<file path="src/rtl/pipe_ctrl_pkg.sv">
// Shared types and constants for the pipeline hazard controller and its
// multiply/divide busy timer.
package pipe_ctrl_pkg;

  typedef enum logic {
    MD_IDLE = 1'b0,
    MD_BUSY = 1'b1
  } md_state_e;

  // A tuse of 3 means the operand is never read, so it can never be
  // younger than any tnew (max 3) and never causes a stall.
  localparam logic [1:0] TUSE_NEVER = 2'd3;

  localparam int MULT_CYCLES_DEF = 5;
  localparam int DIV_CYCLES_DEF  = 10;

  localparam int CNT_W = 4;

  // One source operand conflicts with an in-flight producer when the
  // producer writes the same non-zero register and its result arrives
  // later than the consumer needs it.
  function automatic logic src_hit(
    input logic [4:0] src,
    input logic [1:0] tuse,
    input logic [4:0] wreg_e,
    input logic [1:0] tnew_e,
    input logic [4:0] wreg_m,
    input logic [1:0] tnew_m
  );
    logic hit_e;
    logic hit_m;
    hit_e = (src == wreg_e) && (tuse < tnew_e);
    hit_m = (src == wreg_m) && (tuse < tnew_m);
    return (src != 5'd0) && (tuse != TUSE_NEVER) && (hit_e || hit_m);
  endfunction

endpackage

</file>
<file path="src/rtl/md_busy_timer.sv">
// Tracks how long the multiply/divide unit stays occupied after an E-stage
// mult/div issues; a second start while already busy is ignored.
module md_busy_timer
  import pipe_ctrl_pkg::*;
#(
  parameter int MULT_CYCLES = MULT_CYCLES_DEF,
  parameter int DIV_CYCLES  = DIV_CYCLES_DEF
) (
  input  logic clk,
  input  logic reset,
  input  logic md_start_E,
  input  logic md_is_div_E,
  output logic md_busy
);

  // The start cycle is itself busy, so the counter covers the remaining N-1.
  localparam logic [CNT_W-1:0] MULT_LOAD = CNT_W'(MULT_CYCLES - 1);
  localparam logic [CNT_W-1:0] DIV_LOAD  = CNT_W'(DIV_CYCLES - 1);

  md_state_e        state;
  md_state_e        state_nxt;
  logic [CNT_W-1:0] cnt;
  logic [CNT_W-1:0] cnt_nxt;

  // NOTE: state registers use non-blocking assignments so every flop samples
  // the pre-edge values; the comb block below uses blocking assignments.
  always_ff @(posedge clk) begin
    if (reset) begin
      state <= MD_IDLE;
      cnt   <= '0;
    end else begin
      state <= state_nxt;
      cnt   <= cnt_nxt;
    end
  end

  // NOTE: every output of this block gets a default first so no path can
  // leave it unassigned and infer a latch.
  always_comb begin
    state_nxt = state;
    cnt_nxt   = cnt;
    unique case (state)
      MD_IDLE: begin
        if (md_start_E) begin
          state_nxt = MD_BUSY;
          cnt_nxt   = md_is_div_E ? DIV_LOAD : MULT_LOAD;
        end
      end
      MD_BUSY: begin
        if (cnt <= CNT_W'(1)) begin
          state_nxt = MD_IDLE;
          cnt_nxt   = '0;
        end else begin
          cnt_nxt = cnt - CNT_W'(1);
        end
      end
      default: begin
        state_nxt = MD_IDLE;
        cnt_nxt   = '0;
      end
    endcase
  end

  assign md_busy = !reset && ((state == MD_BUSY) || md_start_E);

endmodule

</file>
<file path="src/rtl/pipe_hazard_ctrl.sv">
// Pipeline stall/bubble control for register hazards and the busy MDU.
// Optional stall performance counter enabled by defining HAZ_PERF_CNT_EN.
module pipe_hazard_ctrl
  import pipe_ctrl_pkg::*;
#(
  parameter int MULT_CYCLES = MULT_CYCLES_DEF,
  parameter int DIV_CYCLES  = DIV_CYCLES_DEF
) (
  input  logic        clk,
  input  logic        reset,
  input  logic [4:0]  rs_D,
  input  logic [4:0]  rt_D,
  input  logic [1:0]  tuse_rs_D,
  input  logic [1:0]  tuse_rt_D,
  input  logic [4:0]  wreg_E,
  input  logic [4:0]  wreg_M,
  input  logic [1:0]  tnew_E,
  input  logic [1:0]  tnew_M,
  input  logic        md_start_E,
  input  logic        md_is_div_E,
  input  logic        md_use_D,
  output logic        pc_en,
  output logic        d_en,
  output logic        e_clr,
  output logic        md_busy,
  output logic [31:0] stall_cnt
);

  logic hit_rs;
  logic hit_rt;
  logic md_wait;
  logic stall;

  md_busy_timer #(
    .MULT_CYCLES (MULT_CYCLES),
    .DIV_CYCLES  (DIV_CYCLES)
  ) u_md_busy_timer (
    .clk         (clk),
    .reset       (reset),
    .md_start_E  (md_start_E),
    .md_is_div_E (md_is_div_E),
    .md_busy     (md_busy)
  );

  assign hit_rs  = src_hit(rs_D, tuse_rs_D, wreg_E, tnew_E, wreg_M, tnew_M);
  assign hit_rt  = src_hit(rt_D, tuse_rt_D, wreg_E, tnew_E, wreg_M, tnew_M);
  assign md_wait = md_use_D && md_busy;

  // Reset forces a free-running pipeline regardless of the hazard inputs.
  assign stall = !reset && (hit_rs || hit_rt || md_wait);

  assign pc_en = !stall;
  assign d_en  = !stall;
  assign e_clr = stall;

`ifdef HAZ_PERF_CNT_EN
  logic [31:0] stall_cnt_q;

  always_ff @(posedge clk) begin
    if (reset) begin
      stall_cnt_q <= '0;
    end else if (stall) begin
      stall_cnt_q <= stall_cnt_q + 32'd1;
    end
  end

  assign stall_cnt = stall_cnt_q;
`else
  assign stall_cnt = '0;
`endif

endmodule
</file>
<file path="config.mk">
export PLATFORM = sky130hd
export DESIGN_NAME = pipe_hazard_ctrl
export DESIGN_NICKNAME = d
export VERILOG_FILES = /design/src/rtl/pipe_ctrl_pkg.sv /design/src/rtl/md_busy_timer.sv /design/src/rtl/pipe_hazard_ctrl.sv
export SDC_FILE = /design/constraint.sdc
export NUM_CORES = 1
export LEC_CHECK = 0
export CAP_MARGIN = 25
export CORE_MARGIN = 2
export CORE_UTILIZATION = 36
export CTS_CLUSTER_DIAMETER = 40
export DETAILED_ROUTE_END_ITERATION = 12
export GPL_ROUTABILITY_DRIVEN = 1
export PLACE_DENSITY = 0.85
export SLEW_MARGIN = 15
export SYNTH_ARGS = -nofsm -noshare
export SYNTH_HDL_FRONTEND = slang
export SYNTH_SLANG_ARGS = --single-unit
</file>
<file path="constraint.sdc">
create_clock -name clk -period 2.9 [get_ports clk]
set_clock_uncertainty 0.05 [all_clocks]
set_input_delay 0.58 -clock clk [delete_from_list [all_inputs] [get_ports clk]]
set_output_delay 0.58 -clock clk [all_outputs]
set_load 0.02 [all_outputs]
</file>
==> results_dict.tcl <==
set metrics [dict create \
    run_status "finished, final reports clean" \
    overflow 0 \
    finalSetupViolations 0 \
    clk_latency_ps 240 \
    cp_max_fo 3 \
    power_frac_seq_pct 23.0 \
    yosysWarningCount 0 \
    ir_drop_mv 0.2214 \
    die_h_um 54.03 \
    drc 0 \
    drv_cap 0 \
    ant_nets 0 \
    netlist-cell-type-count 27 \
    vias 865 \
    p_clk_share_pct 22.2 \
    timing.fmax_ghz 0.3514 \
    combPwrFrac_pct 54.8 \
    synth_area_um2 900.9 \
    area_growth_pct 48.89 \
    ys_seq_elements 5 \
    antenna_found_initial 0 \
    grt_max_degree 7 \
    n_antenna_cell 0 \
    end_kind "primary output" \
    worst-setup-path-type "in2out" \
    finalCriticalPeriod_ps 2846 \
    nNetsFinal 211 \
    yosysSeqAreaShare_pct 11.11 \
    clkSlewWorstSetupHoldPaths_ps 40 \
    hold_class "reg2reg" \
    firstDrtPassIters 2 \
    slew_viol_final 0 \
    setup-tns-final_ps 0 \
    routed_wirelength_mm 2.059 \
    dieArea_mm2 0.002919 \
    critical-path-top-delay-family "simple AND/OR/NAND/NOR gates" \
    slowest_stage "clkdlybuf4s50_1" \
    worstPathRequired_ps 2270 \
    syn-instance-count 121 \
    drive_gt1_share_pct 16.37 \
    cts_root_buf "clkbuf_4" \
    gp_routability_congestion 0.7547 \
    clk_path_buf_depth 2 \
    htreeDepth 1 \
    start_kind "input pin" \
    cts_setup_buffers 0 \
    num_rows 18 \
    power_density_mw_per_mm2 270.0 \
    io_pins 69 \
    grt_pass1_wl_mm 3.111 \
    cp.arrival_ps 2220 \
    cp_num_buf_inv 2 \
    cts_tree "yes" \
    p_int_uw 220.0 \
    drt_iter0_drc 1 \
    slowest_delay_ps 470 \
    sw_frac_of_total_pct 39.27 \
    post_drt_wl_per_cell_um 10.24 \
    holdWs_ps 459.1 \
    hpwlAfterDp_mm 1.746 \
    coreArea_mm2 0.002432 \
    die_w_um 54.03 \
    port_buffers 36 \
    layout_common_cells "32 x conb_1, 25 x clkdlybuf4s50_1, 16 x xor2_1" \
    synth.avg_cell_area_um2 7.445 \
    grt_pass1_vias 785 \
    grt_usage_pct 14.97 \
    viasPerCell 4.303 \
    worstPathCellList "clkdlybuf4s50_1 -> or4_4 -> o21ai_2 -> a21oi_2 -> or3_1 -> buf_6" \
    layout_commonest_cell "conb_1" \
    period_share_pct 98.13 \
    cts_sinks 5 \
    p_leak_nw 0.6698 \
    initial_utilization_pct 37.04 \
    cts_buffers 3 \
    p_sw_uw 142.2 \
    hold_viol_final 0 \
]
## worst register-to-register path: cells and delay by family, from the launching register on
family          cells  cell delay [ps]
simple gates        1              140
fa+ha+maj           1              220
flops               1              360
buf+inv             1               70
compound gates      3              510
## cell type report
type / count / area (um2)
Clock buffer: 4 / 26.28
Fill cell: 246 / 1091
Inverter: 8 / 30.03
Multi-Input combinational cell: 106 / 685.7
Sequential cell: 5 / 100.1
Tap cell: 30 / 37.54
Timing Repair Buffer: 48 / 461.7
## kinds of logic (layout without fill, tap and decap cells)
kind of cell	count (synthesis)	after routing	synth area share (%)
buffers and inverters	41	60	30.83
and+or+nand+nor	26	26	15.55
AOI/OAI and AO/OA	22	22	14.31
xor gates and xnor gates	20	20	19.44
adders and majority gates	6	6	8.333
DFF	5	5	11.11
other	1	32	0.4163
## power groups by stage
stage	combinational (mW)	sequential [mW]	clock (mW)
after global routing	0.222	0.0842	0.0890
after floorplan	0.139	0.0826	0
after CTS	0.190	0.0833	0.0848
after global placement	0.190	0.0841	0
after detailed placement	0.194	0.0843	0
final	0.199	0.0833	0.0803
## per-stage QoR
step | util, % | instances | area [um2] | power, mW | setup slack (ps)
after floorplan | - | 152 | 1017 | 0.2218 | 205.5
after global placement | 51.70 | 197 | 1257 | 0.2739 | -382.9
after detailed placement | 51.70 | 197 | 1257 | 0.2779 | -411.8
after CTS | 52.42 | 201 | 1275 | 0.3585 | -32.54
after global routing | 55.14 | 201 | 1341 | 0.3952 | -13.11
final | 55.14 | 201 | 1341 | 0.3622 | 54.09
## cells in the mapped netlist
| cell | count | area share, % |
|---|---|---|
| buf_4 | 33 | 28 |
| xor2_1 | 16 | 16 |
| nor2_1 | 9 | 3.7 |
| inv_1 | 8 | 3.3 |
| a21oi_1 | 7 | 3.9 |
| ha_1 | 6 | 8.3 |
| o21ai_0 | 6 | 3.3 |
| dfxtp_1 | 5 | 11 |
| nor4_1 | 4 | 2.8 |
| xnor2_1 | 4 | 3.9 |
| a211oi_1 | 2 | 1.7 |
| nand3_1 | 2 | 1.1 |
| nand4_1 | 2 | 1.4 |
| nor2b_1 | 2 | 1.4 |
| or3_1 | 2 | 1.4 |
| or4_1 | 2 | 1.7 |
| a21boi_0 | 1 | 0.83 |
| a21o_1 | 1 | 0.83 |
| a31oi_1 | 1 | 0.69 |
| and2_1 | 1 | 0.69 |
| conb_1 | 1 | 0.42 |
| nor3_1 | 1 | 0.56 |
| nor3b_1 | 1 | 0.83 |
| o21a_1 | 1 | 0.83 |
| o21ai_1 | 1 | 0.56 |
| o21bai_1 | 1 | 0.83 |
| o31ai_1 | 1 | 0.83 |
## path summary, 6_finish.rpt
path	from	to	slack, ps	cells after the start
max reg2reg	u_md_busy_timer.cnt[0]	u_md_busy_timer.cnt[0]	1450	6
min	u_md_busy_timer.cnt[2]	u_md_busy_timer.cnt[2]	460	2
max	rs_D[4]	e_clr	50	6
min reg2reg	u_md_busy_timer.cnt[2]	u_md_busy_timer.cnt[2]	460	2
## routing by layer
layer | up-vias | share of wire [%] | track usage, %
li1 | 443 | - | -
met1 | 384 | 35 | 15.25
met2 | 36 | 57 | 28.46
met3 | 2 | 6.8 | 2.222
met4 | 0 | 1.1 | 8.750
met5 | - | 0 | 0
## registers in the layout, indices dropped and copies added, names as in the netlist
register	flops
u_md_busy_timer.cnt	4
u_md_busy_timer.state	1
## repair_timing
action / CTS / global route
hold buffers: 0 / 0
setup endpoints to repair: 3 / 3
pin swaps: 0 / 7
gates resized for setup: 11 / 24
Power figures use the tool's default switching activity.
